`config.mk`:
```
export PLATFORM = sky130hd
export DESIGN_NAME = out_pass_res
export DESIGN_NICKNAME = d
export VERILOG_FILES = /design/src/rtl/out_pass_pkg.sv /design/src/rtl/out_pass_chan.sv /design/src/rtl/out_pass_res.sv
export SDC_FILE = /design/constraint.sdc
export NUM_CORES = 1
export LEC_CHECK = 0
export CORE_MARGIN = 3
export CORE_UTILIZATION = 53
export DETAILED_ROUTE_END_ITERATION = 8
export PLACE_DENSITY = 0.82
export SYNTH_ARGS = -nofsm -noshare
export SYNTH_HDL_FRONTEND = slang
export SYNTH_SLANG_ARGS = --single-unit
```
`constraint.sdc`:
```
create_clock -name UserCLK -period 2.4 [get_ports UserCLK]
set_input_delay 0.6 -clock UserCLK [delete_from_list [all_inputs] [get_ports UserCLK]]
set_output_delay 0.6 -clock UserCLK [all_outputs]
set_load 0.1 [all_outputs]
```
`src/rtl/out_pass_pkg.sv`:
```
// Shared constants for the output pass block: per-channel mode encodings
// and the configuration chain length helper.
package out_pass_pkg;

    localparam int CFG_W = 2;

    typedef enum logic [1:0] {
        MODE_COMB  = 2'b00,
        MODE_REG   = 2'b01,
        MODE_HOLD  = 2'b10,
        MODE_PIPE2 = 2'b11
    } chan_mode_e;

    function automatic int cfg_bits(input int num_ch);
        return num_ch * CFG_W;
    endfunction

endpackage

```
`src/rtl/out_pass_chan.sv`:
```
// One output channel: stage registers S1/S2 and the mode-selected output mux.
module out_pass_chan
    import out_pass_pkg::*;
(
    input  logic       UserCLK,
    input  logic       RST,
    input  logic       d,
    input  logic       en,
    input  chan_mode_e mode,
    output logic       q
);

    logic s1;
    logic s2;

    // Both stages keep clocking in every mode so a mode switch shows defined data.
    always_ff @(posedge UserCLK) begin
        if (RST) begin
            s1 <= 1'b0;
            s2 <= 1'b0;
        end else begin
            if (mode != MODE_HOLD || en) begin
                s1 <= d;
            end
            s2 <= s1;
        end
    end

    always_comb begin
        q = d;
        case (mode)
            MODE_COMB:  q = d;
            MODE_REG:   q = s1;
            MODE_HOLD:  q = s1;
            MODE_PIPE2: q = s2;
            default:    q = d;
        endcase
    end

endmodule

```
`src/rtl/out_pass_res.sv`:
```
// Output pass block: per-channel result drive to external pins, with modes
// loaded over a serial configuration chain and blanking around configuration.
module out_pass_res #(
    parameter int NUM_CH = 4,
    parameter int CFG_W  = out_pass_pkg::CFG_W
) (
    input  logic              UserCLK,
    input  logic              RST,
    input  logic [NUM_CH-1:0] RES_I,
    input  logic [NUM_CH-1:0] RES_EN,
    output logic [NUM_CH-1:0] RES_O,
    input  logic              MODE,
    input  logic              CONFin,
    output logic              CONFout
);
    import out_pass_pkg::*;

    localparam int N = cfg_bits(NUM_CH);

    logic [N-1:0]      cfg;
    logic              cfg_settle;
    logic [NUM_CH-1:0] q;

    // cfg_settle is MODE delayed by one edge: it keeps the pins blanked for
    // the cycle after MODE falls so registered channels can refill.
    always_ff @(posedge UserCLK) begin
        if (RST) begin
            cfg        <= '0;
            cfg_settle <= 1'b0;
        end else begin
            if (MODE) begin
                cfg <= {cfg[N-2:0], CONFin};
            end
            cfg_settle <= MODE;
        end
    end

    assign CONFout = cfg[N-1];

    for (genvar k = 0; k < NUM_CH; k++) begin : g_chan
        out_pass_chan u_chan (
            .UserCLK (UserCLK),
            .RST     (RST),
            .d       (RES_I[k]),
            .en      (RES_EN[k]),
            .mode    (chan_mode_e'(cfg[CFG_W*k +: CFG_W])),
            .q       (q[k])
        );
    end

    assign RES_O = (MODE || cfg_settle) ? '0 : q;

endmodule

```
# Word-level counts from Yosys, hierarchy flattened
# Cells that the tools add are included.
[word_totals]
ff_bits = 17
in_bits = 12
[classes]
eq_ne = 16
muxes = 5
n_reduce_logical = 13
[op_table]
columns = ["operator", "count"]
rows = [
  ["$eq A2 B2 Y1 const B", 8],
  ["$pmux W1 S3", 4],
  ["$eq A2 B1 Y1 const B", 4],
  ["$logic_not A2 Y1", 4],
  ["$ne A2 B2 Y1 const B", 4],
  ["$reduce_or A2 Y1", 4],
  ["$logic_or A1 B1 Y1", 5],
  ["$mux W4", 1],
]

# Longest topological paths before layout
# Gate-level depths: netlist (run 1).
[logic_depth]
depth_word = 4
mapped_depth = 5
depth_no_buf = 5

# By module
# From an unflattened synthesis (run 1), not the netlist that was laid out.
[hier_totals]
cells_unflattened = 89
area_unflattened_um2 = 888.4
[modules_own_cells]
columns = ["mod", "n_inst", "cells_each", "area_per_inst_um2", "seq_area_each_um2"]
rows = [
  ["out_pass_chan", 4, 14, 135.1, 40.0],
  ["out_pass_res", 1, 33, 347.8, 180.2],
]

# Worst setup path before layout (run 1)
# Ideal clock, no wire load.
[synth_path]
path_kind = "reg-to-output"
from = "register cfg[0]"
to = "output RES_O[0]"
arrival_time_ps = 4100
slack_ps = -2300
path_stages_with_launch = 5
cell_sequence = "dfxtp_1 -> inv_1 -> ha_1 -> a221oi_1 -> a2111oi_1"
[synth_between]
elab_chain_cells = 4
[synth_lines]
columns = ["element", "line", "rtl"]
rows = [
  ["start: declaration", "out_pass_res.sv:20", "logic [N-1:0] cfg;"],
  ["start signal: assignment", "out_pass_res.sv:32", "cfg <= {cfg[N-2:0], CONFin};"],
  ["$eq A2 B1 Y1 or $eq A2 B2 Y1 (tied branches)", "out_pass_chan.sv:31", "case (mode)"],
  ["$reduce_or A2 Y1 (no source line)", "n/a", ""],
  ["$pmux W1 S3 *", "out_pass_chan.sv:31", ""],
  ["$mux W4 *", "out_pass_res.sv:51", "assign RES_O = (MODE || cfg_settle) ? '0 : q;"],
  ["end: declaration", "out_pass_res.sv:11", "output logic [NUM_CH-1:0] RES_O,"],
]
# Every way passes the cells marked *; elsewhere a longest branch is shown, timed or not.

# Final worst setup path (run 1)
[layout_path]
from = "input RES_I[2]"
to = "output RES_O[2]"
[layout_between]
elab_chain_cells = 2
[layout_lines]
columns = ["element", "line", "rtl"]
rows = [
  ["start: declaration", "out_pass_res.sv:9", "input logic [NUM_CH-1:0] RES_I,"],
  ["$pmux W1 S3", "out_pass_chan.sv:31", ""],
  ["$mux W4", "out_pass_res.sv:51", ""],
]
# Every way passes these cells.

==> results of run 1 <==
-- worst paths after layout --
path / start / end / slack (ns) / cells after the start
worst min register to register: g_chan[2].u_chan.s1 / g_chan[2].u_chan.s2 / 0.50 / 1
worst min-delay path: g_chan[2].u_chan.s1 / g_chan[2].u_chan.s2 / 0.50 / 1
worst max-delay path: RES_I[2] / RES_O[2] / 0.06 / 4
worst max register to register: cfg[6] / g_chan[3].u_chan.s1 / 1.28 / 5
-- timing repair --
item | CTS | global route
setup endpoints to repair | 2 | 2
pin swaps | 2 | 1
buffers inserted | 0 | 0
hold endpoints to repair | 0 | 0
gates resized for setup | 0 | 4
-- power groups by stage --
stage / clock [mW] / combinational [mW] / sequential, mW
6_report: 0.152 / 0.117 / 0.300
5_1_grt: 0.164 / 0.123 / 0.302
4_1_cts: 0.156 / 0.117 / 0.299
3_5_place_dp: 0 / 0.117 / 0.306
3_3_place_gp: 0 / 0.114 / 0.306
2_1_floorplan: 0 / 0.0707 / 0.304
-- through the flow --
stage / power (mW) / instance area, um^2
after floorplan: 0.375 / 946
after global placement: 0.420 / 1160
after detailed placement: 0.422 / 1160
after CTS: 0.572 / 1190
after global routing: 0.589 / 1210
final: 0.569 / 1210
-- Yosys cell counts --
library cell,n
sky130_fd_sc_hd__dfxtp_1,17
sky130_fd_sc_hd__ha_1,12
sky130_fd_sc_hd__inv_1,12
sky130_fd_sc_hd__mux2i_1,12
sky130_fd_sc_hd__nor2_1,12
sky130_fd_sc_hd__nor2b_1,5
sky130_fd_sc_hd__a221oi_1,4
sky130_fd_sc_hd__nand2b_1,4
sky130_fd_sc_hd__a2111oi_1,2
sky130_fd_sc_hd__a2111oi_2,2
sky130_fd_sc_hd__buf_2,1
sky130_fd_sc_hd__buf_6,1
-- cells by family (layout without fill, tap and decap cells) --
kind of cell | after synthesis | count (layout) | share of synthesized area, %
compound gates | 8 | 8 | 9.91
mux | 12 | 12 | 14.0
flops | 17 | 17 | 39.7
simple gates | 21 | 21 | 11.8
buf+inv | 14 | 34 | 7.14
fa+ha+maj | 12 | 12 | 17.5
-- area by class of cell --
class,instances,area [um^2]
multi-input cells,53,542
flip-flops and latches,17,348
repair buffers,18,228
fillers,75,208
inverters,12,45.0
clock buffers,4,26.3
well taps,15,18.8
-- registers in the layout (all words and copies together), names as in the netlist --
signal,cells
g_chan.u_chan.s1,4
cfg,8
cfg_settle,1
g_chan.u_chan.s2,4
-- per-layer routing --
| layer | wire [um] | share of wire (%) |
|---|---|---|
| met1 | 727 | 48 |
| met2 | 683 | 45 |
| met3 | 85 | 5.6 |
| met4 | 23 | 1.5 |
| met5 | 0 | 0 |
-- critical path, cell delays in order --
cell and delay [ns]:
sky130_fd_sc_hd__clkdlybuf4s50_1 0.50, sky130_fd_sc_hd__inv_1 0.08, sky130_fd_sc_hd__a2111oi_4 0.34, sky130_fd_sc_hd__buf_12 0.22
==> results by stage, run 1 <==
Floorplanning:
- The top-level port count is 17.
- The die covers 2140 um^2.
- Row generation in the floorplan step produced 13 rows.
- From bottom edge to top edge, the die measures 46.2 um.
- The initial utilization of the core area, before any placement, comes to 60.7%.
- The core region is 1420 um^2.
- Measured along the x axis, the die boundary spans 46.2 um.

CTS:
- The clock latency on the worst-skew pair is 0.29 ns.
- For this design, the sink count on the clock tree is 17.
- The clock passes through at most 2 buffers.
- In this run the number of H-tree levels came out at 1.
- CTS placed an instance of sky130_fd_sc_hd__clkbuf_4 at the clock tree root.
- The clock-pin slew on the worst setup and hold paths is 0.09 ns.
- The number of buffers added to fix hold violations after cts is 0.
- The number of clock buffers inserted by TritonCTS is 3.
- The CTS tree is yes.

GRT:
- The number of global-route vias before repair came to 636.
- The initial antenna violation count is 0.
- The global routing met2 resource utilization is 27.5%.
- In this run the most used layer during global routing was met2.
- Entering global routing, the biggest net connects 18 pins.
- The overall track demand over capacity in global routing is 17.0%.
- The first global-routing pass estimated 2.63 mm of wire.
- For this run, global-route usage on met3 was measured as 2.73%.
- The met1 track demand over resource in global routing is 21.7%.
- For this run the aggregate overflow at the end of global routing stands at 0.

STA:
- The period utilization is 97.5%.
- In this run the tightest slew margin relative to its limit is 62.2%.
- The final hold violation count was 0.
- The worst-case hold slack is 0.504 ns.
- For the pin with the worst max-slew slack, the measured transition is 0.565 ns.
- On the final layout, the worst clock skew is 0.00263 ns.
- Setup violations remaining at the end of the flow were counted as 0.
- The top achievable clock speed is 0.427 GHz.
- The worst path meets setup with 0.0608 ns of slack.
- The max-slew violation count is 0.
- The smallest clock period supported by the final layout is computed as 2.34 ns.
- The total negative setup slack is 0 ns.

Power:
- The maximum VDD drop is 412 uV.
- The clock network is responsible for 26.7% of the overall power.
- Power spread over the standard cell area amounts to 471 nW/um^2.
- Internal power comes to 411 uW.
- In this run the power spent charging and discharging nets is 158 uW.
- The leakage component of the power is 0.550 nW.
- Per report_power, the sequential group accounts for 52.8% of the total.
- The proportion of total power due to net switching is 27.7%.
- The share of power burned in combinational logic is 20.6%.

Job:
- Max-cap violations in this run came to 0.

Yosys:
- Ranked by total cell area, the synthesized netlist is headed by sky130_fd_sc_hd__dfxtp_1, sky130_fd_sc_hd__ha_1, sky130_fd_sc_hd__mux2i_1, sky130_fd_sc_hd__inv_1, sky130_fd_sc_hd__nor2_1.
- The cell type with the largest total area after synthesis is sky130_fd_sc_hd__dfxtp_1.
- The synthesized design contains 17 register bits.
- Yosys mapped the design onto 12 distinct sky130hd cell types.
- In the synthesized netlist, the number of instances is 84.
- The mapped netlist covers 858 um^2.
- The area fraction of the dominant cell type after synthesis is 39.7%.
- The number of warning messages in the yosys log is 0.
- For this run, the register share of the synthesized area comes to 39.7%.
- Dividing the synthesized area by the synthesized cell count gives 10.2 um^2.
- The number of nets in the synthesized netlist is 108.

Cells and area:
- The fraction of final layout cells sized beyond drive strength 1 is 22.1%.
- The post-synthesis to final-layout area growth is 40.7%.
- Measured on the finished design, the core utilization comes to 85.3%.
- The commonest non-fill, non-tap cell in the layout is sky130_fd_sc_hd__dfxtp_1.
- The top cell types in the final layout, fill and taps aside, are sky130_fd_sc_hd__dfxtp_1, sky130_fd_sc_hd__mux2i_1, sky130_fd_sc_hd__nor2_1, sky130_fd_sc_hd__ha_1, sky130_fd_sc_hd__inv_1.
- The final cell count without fillers is 119.
- The number of inserted diodes is 0.
- The final-stage net count is 129.

Placed design:
- Routability-driven placement finished with a final weighted congestion of 0.738.
- OpenSTA, run right after detailed placement, puts the worst setup slack at -0.0248 ns.
- The post-detailed-placement half-perimeter wirelength is 1.14 mm.
- The count of port buffers added during placement is 16.
- The number of placed instances, taps included, is 115.

Setup path:
- The critical path in this run is classified as input pin to output pin.
- The arrival time of the worst setup path is 1.74 ns.
- At the worst endpoint, the required time is 1.80 ns.
- STA classifies the critical path startpoint as an input pin.
- Of all nets on the critical path, the largest fanout is 2.
- The worst setup path is captured at an output pin.

Drt:
- In the routed layout, each cell is associated on average with a via count of 5.15.
- The first routing iteration left 4 violations.
- After detailed routing, the average wire length per cell comes to 12.8 um.
- The routed design has 1.52 mm of wire.
- The count of unresolved DRC violations after routing is 0.
- The number of nets with antenna violations after detailed routing is 0.
- For this run, the detailed router's first-pass iteration total came to 3.
- The total via count in the routed design is 613.

Hold path:
- The class of the most critical hold timing path is register to register.

Outcome:
- The run finished with clean final reports.
(Power assumes the default switching activity.)
==> inputs of run 2 (changes only) <==
- SKIP_CTS_REPAIR_TIMING: not set -> 1
==> run 2 against run 1 <==
Effect of this change:
- clock skew shrank 0.0018 ns
- wire length grew 3.3%
- worst hold slack gained 0.0024 ns
- critical endpoint is now RES_O[0]
- highest routed layer unchanged
==> results by stage, run 2 (synthesis results as in run 1) <==
STA:
- Across all hold checks on the routed design, the worst slack comes to 0.506 ns.
- In the finished design, the share of the clock period the worst path needs comes to 98.8%.
- On the final layout, the worst clock skew is 0.000860 ns.
- The final hold violation count is 0.
- In this run the tightest slew margin relative to its limit is 62.7%.
- The final critical-path required period is 2.37 ns.
- The actual slew at the worst max-slew pin is 0.558 ns.
- Setup repair after global routing could not meet its margin everywhere.
- The worst path meets setup with 0.0299 ns of slack.
- The total of endpoints with negative setup slack in the final report is 0.
- Static timing analysis puts the maximum clock frequency at 0.422 GHz.
- The max-slew violation count is 0.

Floorplanning:
- The count of standard-cell rows is 13.
- From left edge to right edge, the die measures 46.2 um.
- The die covers 2140 um^2.
- Measured along the y axis, the die boundary spans 46.2 um.
- For this design the top-level I/O count stands at 17.
- In this run the standard cell core region covers 1420 um^2.
- The starting density of the core is 60.7%.

GRT:
- Global routing consumed, over all layers together, 17.0% of the routing resources.
- The number of global-route vias before repair is 639.
- The global-route wire length before repair is 2.60 mm.
- The pin count of the biggest net entering global routing is 18.
- After global routing the overflow that remains totals 0.
- The initial antenna violation count is 0.

Setup path:
- Along the worst path, the maximum fanout reaches 10.
- The type of the worst setup path is input pin to output pin.
- The arrival time of the worst setup path is 1.77 ns.
- The required time of the critical path is 1.80 ns.
- The endpoint kind of the worst setup timing path is an output pin.
- The worst setup path is launched from an input pin.

CTS:
- The number of clock buffers inserted by TritonCTS is 3.
- The buffer cell driving the clock tree root is sky130_fd_sc_hd__clkbuf_4.
- For this design, the sink count on the clock tree is 17.
- Clock-pin slew was measured on the worst setup and hold paths at 0.09 ns.
- Clock latency on the worst-skew pair, taken at its later pin, is 0.29 ns.
- TritonCTS built the clock tree.
- In this run the deepest clock path goes through 2 buffers.
- In this run the number of H-tree levels came out at 1.

Cells and area:
- The post-synthesis to final-layout area growth is 42.0%.
- Leaving out filler cells and counting taps, the final layout contains 119.
- Ranked by flip-flop count, first place goes to cfg.
- In the layout the commonest cells are sky130_fd_sc_hd__mux2i_1, sky130_fd_sc_hd__nor2_1, sky130_fd_sc_hd__ha_1.
- The flip-flop count of the largest register after layout is 8.
- The fraction of final layout cells sized beyond drive strength 1 is 24.0%.
- The largest registers in the layout are cfg (8), g_chan.u_chan.s1 (4), g_chan.u_chan.s2 (4).
- The final-stage net count is 129.
- The repair_antennas step left the layout with diodes totalling 0.

Power:
- The proportion of total power due to net switching is 27.9%.
- The clock network power share is 26.7%.
- The sequential cell fraction of total power is 52.8%.
- In this run the static leakage power is 0.542 nW.
- In this run the power density over the cells is 468 nW/um^2.
- Internal power comes to 411 uW.
- The switching power is 159 uW.
- The power after layout is 570 uW.
- The share of power burned in combinational logic is 20.6%.
- IR analysis of the VDD net gives a maximum drop of 318 uV.

Drt:
- After the first detailed-routing iteration, the DRC count stood at 7.
- For this run, design rule violations remaining after detail routing come to 0.
- The routed layout has 627 vias.
- In the final routed layout, each cell accounts on average for 13.2 um.
- The detailed-routing iteration count for the pre-antenna-repair pass is 3.
- The count of nets left with antenna violations once routing finished came out at 0.
- The final routed wirelength across all metal layers is 1.57 mm.
- Using the TritonRoute via totals, the vias-per-cell ratio works out to 5.27.

Placed design:
- The post-detailed-placement half-perimeter wirelength is 1.14 mm.
- At the end of routability-driven placement, the weighted congestion stood at 0.738.
- Timing analysis after detailed placement gives a worst setup slack of -0.0248 ns.
- During placement, the flow inserted port buffers numbering 16.
- The total instance count after detailed placement is 115.

Job:
- The tool flagged a number of max-cap violations equal to 0.

Hold path:
- The tightest min-delay check is of the register to register type.

Outcome:
- The run finished with clean final reports.
-- run 2: cell types whose count changed in the layout (fill, tap and decap cells not counted), sizes merged --
cell / previous run / this run
clkdlybuf4s50: 10 / 11
dlymetal6s2s: 1 / 0
-- run 2: critical path, cell delays in order --
cell	delay, ns
sky130_fd_sc_hd__clkdlybuf4s50_1	0.45
sky130_fd_sc_hd__buf_12	0.17
sky130_fd_sc_hd__a2111oi_4	0.33
sky130_fd_sc_hd__buf_12	0.22
-- run 2: area by class of cell --
cell class,instances,area (um^2)
multi-input cells,53,553
flip-flops and latches,17,350
repair buffers,18,225
fillers,76,196
inverters,12,45.0
clock buffers,4,26.3
well taps,15,18.8
-- run 2: path summary, 6_finish.rpt --
check,from,end,slack (ns),cells past startpoint
setup / recovery,MODE,RES_O[0],0.03,4
hold / removal,g_chan[1].u_chan.s1,g_chan[1].u_chan.s2,0.51,1
setup reg to reg,cfg[6],g_chan[3].u_chan.s1,1.28,5
hold reg to reg,g_chan[1].u_chan.s1,g_chan[1].u_chan.s2,0.51,1
-- run 2: per-layer routing --
| metal | share of wire [%] | vias up | global-route usage, % |
|---|---|---|---|
| met4 | 1.5 | 0 | 8.52 |
| met3 | 5.5 | 2 | 2.73 |
| li1 | - | 323 | - |
| met1 | 48 | 287 | 21.0 |
| met2 | 45 | 15 | 28.0 |
| met5 | 0 | - | 0 |
-- run 2: through the flow --
step	util (%)	cell area, um^2	setup TNS [ns]
2_1_floorplan	-	946	-0.602
3_3_place_gp	82.3	1160	-0.0117
3_5_place_dp	82.3	1160	-0.0466
4_1_cts	84.2	1190	-0.0383
5_1_grt	86.1	1220	-0.0267
6_report	86.1	1220	0
-- run 2: power groups by stage --
stage                     registers (mW)  logic (mW)  clock network, mW
after floorplan                    0.304      0.0707                  0
after global placement             0.306       0.114                  0
after detailed placement           0.306       0.117                  0
after CTS                          0.299       0.117              0.156
after global routing               0.302       0.124              0.163
final                              0.301       0.117              0.152
==> inputs of run 3 (changes only) <==
- SETUP_SLACK_MARGIN: not set -> 0.15
==> run 3 against run 2 <==
Effect of this change:
- clock power barely moved
- total power grew 1.9%
- sequential share of layout area shrank 1.7 points
- critical endpoint unchanged
- critical path depth is 1 higher
- critical path type is now register to output pin
- die area is the same
- sequential power is 1% lower
- fmax rose by 4.9%
- worst hold slack better by 0.0015 ns
==> results by stage, run 3 (synthesis results as in run 1) <==
Outcome:
- The flow ran to the end, and the final reports show no timing, DRC or antenna violations.

Floorplanning:
- The floorplan core area is 1420 um^2.
- The die extent in x is 46.2 um.
- The floorplan has 13 rows.
- The initial utilization of the core area, before any placement, comes to 60.7%.
- The top-level port count is 17.
- The height of the die is 46.2 um.
- The die covers 2140 um^2.

STA:
- Setup violations remaining at the end of the flow were counted as 0.
- The final critical-path required period is 2.26 ns.
- The worst slew margin relative to its limit is 59.2%.
- For the pin with the worst max-slew slack, the measured transition is 0.610 ns.
- The period utilization is 94.1%.
- Setup total negative slack on the finished layout was measured at 0 ns.
- Based on the critical path, the design can be clocked at up to 0.443 GHz.
- Clock skew on the completed layout was measured at 0.0120 ns.
- The final hold violation count is 0.
- Setup repair after global routing could not meet its margin everywhere.
- Hold timing on the final database bottoms out at a slack of 0.508 ns.
- The max-slew violation count is 0.

Drt:
- In this run the top signal layer used is met4.
- The detail route stage leaves a number of antenna-violating nets equal to 0.
- In the final routed layout, each cell accounts on average for 19.4 um.
- The first detailed-routing pass ran for 4 iterations.
- The starting DRC count in detailed routing is 21.
- After detailed routing, the number of vias per cell comes to 5.71.
- For this block, wires on met1 add up to 1.09 mm.
- Wire segments on met2 add up to 1.18 mm in the final route.
- The count of unresolved DRC violations after routing is 0.
- The sum of met3 wire segment lengths after detailed routing is 158 um.
- Wires add up to 2.45 mm.
- The total via count in the routed design is 720.

Cells and area:
- The repair_antennas step left the layout with diodes totalling 0.
- The top cell types in the final layout, fill and taps aside, are sky130_fd_sc_hd__mux2i_1, sky130_fd_sc_hd__nor2_1, sky130_fd_sc_hd__dfxtp_1, sky130_fd_sc_hd__buf_4, sky130_fd_sc_hd__ha_1.
- The area growth from synthesis to layout is 57.4%.
- The register with the most flip-flops is cfg.
- The fraction of final layout cells sized beyond drive strength 1 is 39.6%.
- The final-stage net count is 136.
- The flip-flop count of the largest register after layout is 8.
- The post-layout utilization of the core is 95.5%.
- In the final layout, the registers with the most flip-flops are cfg (8), g_chan.u_chan.s1 (4), g_chan.u_chan.s2 (4).
- Summing all non-filler instances in the final layout gives an area of 1350 um^2.

GRT:
- The pin count of the biggest net entering global routing is 18.
- The global-route wire length before repair is 2.60 mm.
- The overall track demand over capacity in global routing is 17.0%.
- Global routing finished with a remaining overflow of 0.
- The number of global-route vias before repair was 639.
- The initial antenna violation count is 0.

Power:
- The leakage component of the power is 0.632 nW.
- The maximum VDD drop is 508 uV.
- Power spread over the standard cell area amounts to 430 nW/um^2.
- The power after layout is 581 uW.

Placed design:
- The post-detailed-placement half-perimeter wirelength is 1.14 mm.
- The final weighted congestion in routability-driven placement is 0.738.
- The count of buffers added on input and output ports is 16.
- The placed instances occupy a cell area of 1160 um^2.

CTS:
- The clock-pin slew on the worst setup and hold paths is 0.10 ns.
- In this run the number of H-tree levels came out at 1.
- The later pin in the worst-skew pair is clocked with a latency of 0.30 ns.
- The longest clock path from root to sink contains 2 buffers.
- The CTS tree is yes.
- The number of clock buffers inserted by TritonCTS is 3.
- The buffer cell driving the clock tree root is sky130_fd_sc_hd__clkbuf_4.
- The clock sink count is 17.

Setup path:
- The critical path is of the register to output pin type.
- The worst setup path is captured at an output pin.
- The setup check on the worst reg-to-reg path leaves a slack of 1.21 ns.
- The arrival time of the worst setup path is 1.66 ns.
- The critical-path maximum fanout is 3.
- The required time of the critical path is 1.80 ns.
- The nature of the critical path startpoint is a register.

Job:
- The count of maximum capacitance violations is 0.

Hold path:
- The class of the most critical hold timing path is register to register.
## run 3: cell count changes in the layout (fill, tap and decap cells not counted), sizes merged
cell and change:
buf +7, dlymetal6s2s +5, clkdlybuf4s50 -5
## run 3: worst paths after layout
path	start	endpoint	cells after the start
setup / recovery	cfg[0]	RES_O[0]	5
setup reg to reg	cfg[6]	g_chan[3].u_chan.s1	5
hold / removal	g_chan[1].u_chan.s1	g_chan[1].u_chan.s2	1
hold reg to reg	g_chan[1].u_chan.s1	g_chan[1].u_chan.s2	1
## run 3: per-stage QoR
stage | instances | setup slack, ns
after floorplan | 84 | -0.291
after global placement | 115 | -0.00726
after detailed placement | 115 | -0.0248
after CTS | 119 | -0.0208
after global routing | 126 | 0.0896
final | 126 | 0.141
## run 3: layer usage
metal | track usage, % | up-vias
met4 | 8.52 | 0
met2 | 28.0 | 29
met1 | 21.0 | 353
met5 | 0 | -
li1 | - | 336
met3 | 2.73 | 2
## run 3: worst max-delay path, stage by stage, from the launching register on
cell and delay [ns]:
sky130_fd_sc_hd__dfxtp_2 0.37, sky130_fd_sc_hd__inv_2 0.06, sky130_fd_sc_hd__ha_4 0.26, sky130_fd_sc_hd__a221oi_2 0.07, sky130_fd_sc_hd__a2111oi_4 0.37, sky130_fd_sc_hd__buf_12 0.22
## run 3: power breakdown
group | leakage, nW | total [mW] | switching (mW) | internal [mW]
Combinational | 0.472 | 0.130 | 0.0689 | 0.0607
Sequential | 0.145 | 0.297 | 0.0114 | 0.286
Clock | 0.0150 | 0.155 | 0.0898 | 0.0647
Total | 0.632 | 0.581 | 0.170 | 0.411
## run 3: layout make-up
class / count / area, um^2
clock buffer: 4 / 26.3
timing repair buffer: 25 / 290
inverter: 12 / 47.5
multi-input combinational: 53 / 603
fill: 35 / 63.8
sequential: 17 / 365
tap: 15 / 18.8
